### src/rtl/sync_down_counter.sv
// sync_down_counter
// -----------------
// Parameterised synchronous down counter / timer. A value is loaded, the
// counter runs down to zero and pulses tc for one cycle when it gets there.
// In one-shot mode it then parks in DONE. In auto-reload mode it reloads the
// captured value on the following tick and keeps running, giving a period of
// reload+1 ticks.
//
// Optional build macro: DOWN_CNT_PRESCALE_EN
//   When defined, an internal prescaler makes only every PRESCALE-th enabled
//   cycle in RUN a decrement tick. When undefined, every enabled cycle in RUN
//   is a tick and no prescaler logic exists.
//
// Parameters:
//   WIDTH    - counter and load-value width in bits
//   PRESCALE - decrement divider ratio (>=2), used only with the macro
//
// Ports:
//   clk         in   rising-edge clock
//   reset       in   asynchronous, active-high reset
//   load        in   capture load_val into count and reload register, abort run
//   load_val    in   [WIDTH] value to load
//   start       in   begin counting from the current count_out
//   en          in   count enable; low holds the count while running
//   auto_reload in   1 = reload on zero and keep running, 0 = one-shot
//   count_out   out  [WIDTH] current count
//   tc          out  one-cycle terminal-count pulse
//   busy        out  high while in RUN
//   done        out  high while in DONE

module sync_down_counter #(
  parameter int WIDTH    = 3,
  parameter int PRESCALE = 4
) (
  input  logic             clk,
  input  logic             reset,
  input  logic             load,
  input  logic [WIDTH-1:0] load_val,
  input  logic             start,
  input  logic             en,
  input  logic             auto_reload,
  output logic [WIDTH-1:0] count_out,
  output logic             tc,
  output logic             busy,
  output logic             done
);

  typedef enum logic [1:0] {
    IDLE = 2'd0,
    RUN  = 2'd1,
    DONE = 2'd2
  } state_t;

  // A divider ratio below 2 would make the prescaler meaningless, so reject
  // it when the design is elaborated rather than producing odd timing.
  if (PRESCALE < 2) begin : g_bad_prescale
    $error("sync_down_counter: PRESCALE must be >= 2");
  end

  state_t           state_q, state_d;
  logic [WIDTH-1:0] count_q, count_d;
  logic [WIDTH-1:0] reload_q, reload_d;
  logic             tc_q, tc_d;
  logic             tick;

`ifdef DOWN_CNT_PRESCALE_EN
  localparam int PRESC_W = (PRESCALE > 1) ? $clog2(PRESCALE) : 1;

  logic [PRESC_W-1:0] presc_q, presc_d;

  // The prescaler only advances on enabled cycles in RUN, so a tick is
  // simply the cycle on which it has reached its last value.
  always_comb begin
    tick = (presc_q == PRESC_W'(PRESCALE - 1));
  end

  // Prescaler register, kept apart from the main state so the default
  // build carries no trace of it.
  always_ff @(posedge clk or posedge reset) begin
    if (reset) begin
      presc_q <= '0;
    end else begin
      presc_q <= presc_d;
    end
  end
`else
  // Without the prescaler every enabled cycle in RUN decrements.
  always_comb begin
    tick = 1'b1;
  end
`endif

  // Main state register. tc is registered here too so it lines up with the
  // edge on which count_out shows zero.
  always_ff @(posedge clk or posedge reset) begin
    if (reset) begin
      state_q  <= IDLE;
      count_q  <= '0;
      reload_q <= '0;
      tc_q     <= 1'b0;
    end else begin
      state_q  <= state_d;
      count_q  <= count_d;
      reload_q <= reload_d;
      tc_q     <= tc_d;
    end
  end

  // Next-state logic. Priority is load, then start (outside RUN), then
  // counting. tc defaults low so it can only ever be a single-cycle pulse,
  // apart from the reload-of-zero case where every tick is a zero crossing.
  always_comb begin
    state_d  = state_q;
    count_d  = count_q;
    reload_d = reload_q;
    tc_d     = 1'b0;
`ifdef DOWN_CNT_PRESCALE_EN
    presc_d  = presc_q;
`endif

    if (load) begin
      count_d  = load_val;
      reload_d = load_val;
      state_d  = IDLE;
`ifdef DOWN_CNT_PRESCALE_EN
      presc_d  = '0;
`endif
    end else if (start && (state_q != RUN)) begin
`ifdef DOWN_CNT_PRESCALE_EN
      presc_d = '0;
`endif
      // Starting from zero is already a zero crossing: fire tc at once,
      // then either park or let the next tick fetch the reload value.
      if (count_q == '0) begin
        tc_d    = 1'b1;
        state_d = auto_reload ? RUN : DONE;
      end else begin
        state_d = RUN;
      end
    end else if ((state_q == RUN) && en) begin
`ifdef DOWN_CNT_PRESCALE_EN
      presc_d = tick ? '0 : presc_q + PRESC_W'(1);
`endif
      if (tick) begin
        if (count_q == '0) begin
          // Sitting at zero in RUN only happens in auto mode; fetch the
          // reload value. A reload of zero is itself another crossing.
          if (reload_q == '0) begin
            tc_d    = 1'b1;
            state_d = auto_reload ? RUN : DONE;
          end else begin
            count_d = reload_q;
          end
        end else if (count_q == WIDTH'(1)) begin
          count_d = '0;
          tc_d    = 1'b1;
          state_d = auto_reload ? RUN : DONE;
        end else begin
          count_d = count_q - WIDTH'(1);
        end
      end
    end
  end

  // Outputs come straight from registers.
  always_comb begin
    count_out = count_q;
    tc        = tc_q;
    busy      = (state_q == RUN);
    done      = (state_q == DONE);
  end

endmodule

### config.mk
export PLATFORM = sky130hd
export DESIGN_NAME = sync_down_counter
export DESIGN_NICKNAME = d
export VERILOG_FILES = /design/src/rtl/sync_down_counter.sv
export SDC_FILE = /design/constraint.sdc
export NUM_CORES = 1
export LEC_CHECK = 0
export BUFFER_PORTS_ARGS = -buffer_cell sky130_fd_sc_hd__buf_2
export CAP_MARGIN = 30
export CORE_MARGIN = 3
export CORE_UTILIZATION = 40
export CTS_BUF_LIST = sky130_fd_sc_hd__clkbuf_8 sky130_fd_sc_hd__clkbuf_16
export DETAILED_ROUTE_END_ITERATION = 7
export GPL_TIMING_DRIVEN = 0
export MAX_ROUTING_LAYER = met4
export PLACE_DENSITY = 0.61
export SLEW_MARGIN = 10
export SYNTH_ARGS = -nofsm -noshare
export SYNTH_HDL_FRONTEND = slang
export SYNTH_SLANG_ARGS = --single-unit
### constraint.sdc
create_clock -name clk -period 4.74 [get_ports clk]
set_clock_uncertainty 0.15 [all_clocks]
set_input_delay 0.711 -clock clk [delete_from_list [all_inputs] [get_ports clk]]
set_output_delay 0.711 -clock clk [all_outputs]
set_load 0.02 [all_outputs]
-- Yosys cells after proc, flatten, opt, wreduce, memory -nomap -nowiden
Cells that the tools add are included.
- bits in registers: 9
- input bits: 9
- add/subtract/negate cells: 1
- equal/unequal tests: 7
- muxes and demuxes: 21
- reduce and logical (&&, ||, !) cells: 9
- operators with widths (kind ; count):
    3-bit two-way mux ; 6
    2-bit two-way mux ; 8
    1-bit two-way mux ; 7
    3-bit zero test ; 2
    3-bit AND reduction ; 2
    4-bit by 3-bit inequality test with 1-bit output, second input constant ; 1
    4-bit nonzero test ; 1
    3-bit by 1-bit == test with 1-bit output, second input constant ; 1
    3-bit inequality test, second input constant ; 1
    3-bit nonzero test ; 1
    3-bit by 1-bit subtractor with 3-bit output, second input constant ; 1
    2-bit by 1-bit == test with 1-bit output, second input constant ; 1
    2-bit == test, second input constant ; 1
    1-bit logical AND ; 2
    2-bit by 1-bit inequality test with 1-bit output, second input constant ; 1
    2-bit inequality test, second input constant ; 1
    2-bit nonzero test ; 1

-- Longest topological paths before layout
- word-level depth: 6
- gate-level depth with buffers: 6

-- Worst setup path before layout
OpenSTA, ideal clock, no wires.
- path kind: register to register
- start: reg count_q[0] (netlist: count_out[0])
- end: reg count_q[1] (netlist: count_out[1])
- arrival: 1.530 ns
- required time: 4.462 ns
- setup slack: 2.932 ns
- stages on the path, launching flop included: 7
- path buffers: 1
- period minus slack after synthesis: 1.808 ns
- cell sequence: dfrtp_1 -> inv_1 -> ha_1 -> buf_6 -> nor3b_1 -> o2bb2ai_2 -> mux2_1
- longest elaborated chain between the ends: 6
- RTL lines (item ; RTL line ; text):
    start, declared ; 61 ; logic [WIDTH-1:0] count_q, count_d;
    start signal, assigned ; 103 ; count_q <= count_d;
    3-bit by 1-bit subtractor with 3-bit output or 3-bit by 1-bit == test with 1-bit output (tied branches) ; 159, 154 ;
    3-bit two-way mux ; 154 ; end else if (count_q == WIDTH'(1)) begin
    3-bit two-way mux ; 145 ; if (count_q == '0) begin
    3-bit two-way mux ; 140 ; end else if ((state_q == RUN) && en) begin
    3-bit two-way mux ; 128 ; end else if (start && (state_q != RUN)) begin
    3-bit two-way mux ; 121 ; if (load) begin
Parallel ways exist; a longest one is shown, timed or not. The select of a mux whose other input is x is not followed.
A chain may end at the register's enable or synchronous reset.

-- Final worst setup path
- start: reg state_q[1]
- end: out busy
- longest elaborated chain between the ends: 1
- RTL lines (item ; RTL line ; text):
    start, declared ; 60 ; state_t state_q, state_d;
    start signal, assigned ; 102 ; state_q <= state_d;
    2-bit by 1-bit == test with 1-bit output ; 169 ; busy = (state_q == RUN);
    end, declared ; 44 ; output logic busy,
No other way between the ends.

==> Flow_metrics.wiki <==
{| class="wikitable"
! Metric !! Value
|-
| Primary FF master, synth || sky130_fd_sc_hd__dfrtp_1
|-
| Instance area at placement || slightly below 700 µm²
|-
| Synthesized Nets || 75
|-
| Total setup buffers inserted after CTS || 0
|-
| Number of antenna violations at the first check in global routing || 0
|-
| Total via count in the routed design || between 400 and 500
|-
| Reported leakage power || around 0.37 nW
|-
| TNS Setup || 0 ns
|-
| Via density || around 5.2
|-
| Die extent in y || approximately 45 µm
|-
| Number of nets in the final layout || 94
|-
| Std-Cell Rows || 13
|-
| Cell Area, Synth || approximately 610 µm²
|-
| Chip width || ~45 µm
|-
| Ports || 15
|-
| Antenna diodes || 0
|-
| Number of hold-slack violations in the final timing report || 0
|-
| Library cell used as clock root buffer || sky130_fd_sc_hd__clkbuf_8
|-
| EDFF count, synth || 0
|-
| # fillers || roughly 140
|-
| Area of all placed cells without fillers || between 700 and 800 µm²
|-
| Total power draw || ~0.27 mW
|-
| Fin crit share || around 40%
|-
| Final count of negative-setup-slack endpoints || 0
|-
| Wirelength per Cell || ~13 µm
|-
| Initial DRC count || 7
|-
| Wire length of the first global-routing pass || roughly 2.3 mm
|-
| Data arrival time of the worst path || between 1 and 1.5 ns
|-
| Total Die Area || 2020 µm²
|-
| CP endpoint kind || primary output
|-
| Layout cell share with drive strength beyond 1 || a little over a quarter
|-
| Setup repair after global routing missed its margin || false
|-
| Buffer levels on the longest clock path || 2
|-
| Worst hold slack across all endpoints || approximately 0.29 ns
|-
| Maximum fanout encountered on the critical timing path || 4
|-
| Shortest clock period the worst path allows after layout || 1.89 ns
|-
| Global Route Usage Sum || between 15 and 20%
|-
| Mean instance size in the synthesized netlist || ~9.6 µm²
|-
| Post-synth top area cell || sky130_fd_sc_hd__dfrtp_1
|-
| Clock transition time at the flip-flop clock pins of the worst setup and hold paths || around 0.05 ns
|-
| Detailed-route DRC error count || 0
|-
| Share of the synthesized area in the top cell type || a little under two fifths
|-
| Area of the multi-input gates || approximately 330 µm²
|-
| Cell count after synthesis || 63
|-
| Number of hold buffers added after CTS || 0
|-
| HPWL after detailed placement || slightly above 900 µm
|-
| Gpl congestion || 0.746
|-
| Worst-Margin Slew || 0.365 ns
|-
| Highest clock frequency the design can meet || about 0.53 GHz
|-
| Pin count of the biggest net entering global routing || 11
|-
| Number of library cell types mapped by synthesis || 30
|-
| Area occupied by registers || about 230 µm²
|-
| Max-cap viol count || 0
|-
| Htree depth || 1
|-
| R2R setup slack || about 2.9 ns
|-
| Register area share after synthesis || between 30% and 40%
|-
| Initial Util || 44.3%
|-
| Number of pins exceeding their max-slew limit in the final report || 0
|-
| CTS tree || yes
|-
| Async set or reset register ratio after synthesis || 100%
|-
| DR pass1 iterations || 4
|-
| Number of resized instances in the post-cts repair step || 0
|-
| Syn. warnings || 0
|-
| Worst IR Drop VDD || about 0.20 mV
|-
| Detail Route Antenna Nets || 0
|-
| Source-to-sink clock delay at the later pin of the worst-skew pair || between 0.2 and 0.25 ns
|-
| Inserted Clock Buffers || 3
|-
| Worst min-delay path category || in2async
|-
| Category of the critical setup timing path || reg2out
|-
| Overall overflow remaining after global route || 0
|-
| Power Dens Cells || around 360 nW/µm²
|-
| Headroom to the max-slew limit || roughly 76%
|-
| Leading post-synthesis cells by cell area || sky130_fd_sc_hd__dfrtp_1 37%, sky130_fd_sc_hd__ha_1 6.2%, sky130_fd_sc_hd__inv_1 4.3%
|-
| Sum of routed wire length over all layers || 1.22 mm
|-
| Number of buffers inserted by port buffering || 14
|-
| Area growth syn-to-layout || 22.1%
|-
| Result of the run || finished clean
|-
| Synth cell count leaders || 9 x sky130_fd_sc_hd__dfrtp_1, 7 x sky130_fd_sc_hd__inv_1, 5 x sky130_fd_sc_hd__nand2_1
|-
| Startpoint kind of the worst setup timing path || register
|-
| Area of the core region || roughly 1400 µm²
|-
| Post-synthesis register bit count || 9
|-
| Number of global-route vias before repair || 517
|-
| Most frequent cell after synthesis || sky130_fd_sc_hd__dfrtp_1
|-
| Clock sink total || 9
|-
| Data required time of the critical path || just under 4 ns
|}
-- layout make-up --
type                       count  area share, %
timing repair buffer          14           9.48
clock inverter                 1          0.508
multi-input combinational     44           44.2
buffer                         3           3.72
tap                           15           2.54
clock buffer                   3           5.58
sequential                     9           30.5
inverter                       7           3.55
-- sequential cells by signal, summed over array words and instances (netlist names) --
register / count
count_out: 3
reload_q: 3
tc: 1
state_q: 2
-- metrics by stage --
| step | setup WS, ns | util, % | std cells |
|---|---|---|---|
| after global placement | 2.90 | 50.8 | 92 |
| after detailed placement | 2.91 | 50.8 | 92 |
| final | 2.85 | 54.1 | 96 |
| after floorplan | 2.93 | - | 63 |
| after global routing | 2.76 | 54.1 | 96 |
| after CTS | 2.84 | 54.1 | 96 |
-- layer usage --
layer / part of all wire, % / up-vias / global-route usage (%)
met5: 0 / - / -
met4: 0 / 0 / 3.51
met3: 6.9 / 0 / 5.98
met2: 43 / 14 / 23.2
met1: 50 / 223 / 21.7
li1: - / 261 / -
-- critical path, stage by stage, from the launching register on --
cell and delay, ns:
sky130_fd_sc_hd__dfrtp_1 0.38, sky130_fd_sc_hd__nand2b_1 0.20, sky130_fd_sc_hd__inv_1 0.07, sky130_fd_sc_hd__buf_2 0.15
-- cells by family (layout without fill, tap and decap cells) --
kind of cell	Yosys count	after routing	synth area share [%]
AND/OR/NAND/NOR	23	23	22.9
AO/OA/AOI/OAI	16	16	21.1
buffers and inverters	10	28	8.88
flip-flops	9	9	37.2
adder cells (fa/ha/maj)	3	3	6.20
multiplexers	2	2	3.72
-- cell usage in the layout (no fill, tap or decap) --
| master | n |
|---|---|
| sky130_fd_sc_hd__a211o_1 | 1 |
| sky130_fd_sc_hd__a221o_1 | 1 |
| sky130_fd_sc_hd__a22oi_1 | 1 |
| sky130_fd_sc_hd__a41oi_1 | 2 |
| sky130_fd_sc_hd__and2_1 | 1 |
| sky130_fd_sc_hd__and3b_1 | 1 |
| sky130_fd_sc_hd__buf_2 | 15 |
| sky130_fd_sc_hd__buf_6 | 2 |
| sky130_fd_sc_hd__clkbuf_8 | 3 |
| sky130_fd_sc_hd__dfrtp_1 | 9 |
| sky130_fd_sc_hd__ha_1 | 3 |
| sky130_fd_sc_hd__inv_1 | 8 |
| sky130_fd_sc_hd__mux2_1 | 2 |
| sky130_fd_sc_hd__nand2_1 | 5 |
| sky130_fd_sc_hd__nand2b_1 | 1 |
| sky130_fd_sc_hd__nand3b_1 | 1 |
| sky130_fd_sc_hd__nand4_1 | 1 |
| sky130_fd_sc_hd__nand4bb_1 | 1 |
| sky130_fd_sc_hd__nor2_1 | 4 |
| sky130_fd_sc_hd__nor2b_1 | 3 |
| sky130_fd_sc_hd__nor3_1 | 2 |
| sky130_fd_sc_hd__nor3b_1 | 2 |
| sky130_fd_sc_hd__nor4b_2 | 1 |
| sky130_fd_sc_hd__o211ai_1 | 2 |
| sky130_fd_sc_hd__o21a_1 | 1 |
| sky130_fd_sc_hd__o21ai_0 | 1 |
| sky130_fd_sc_hd__o21ai_1 | 3 |
| sky130_fd_sc_hd__o21ba_1 | 1 |
| sky130_fd_sc_hd__o21bai_1 | 1 |
| sky130_fd_sc_hd__o2bb2ai_2 | 1 |
| sky130_fd_sc_hd__o311ai_0 | 1 |
-- power breakdown --
group | total [mW] | leakage (nW) | internal (mW) | switching (mW)
registers | 0.0963 | 0.113 | 0.0862 | 0.0102
logic | 0.0818 | 0.227 | 0.0368 | 0.0450
clock network | 0.0868 | 0.0269 | 0.0564 | 0.0304
-- final timing paths --
| kind | depth (start not counted) | end | start |
|---|---|---|---|
| worst max-delay path | 3 | busy | state_q[1] |
| worst min-delay path | 2 | state_q[0] | reset |
| worst max register to register | 6 | count_out[1] | count_out[0] |
| worst min register to register | 1 | count_out[1] | count_out[1] |
| max in group asynchronous | 2 | state_q[1] | reset |
| min in group clk | 1 | count_out[1] | count_out[1] |
No activity file was read; power rests on OpenSTA's default activity.
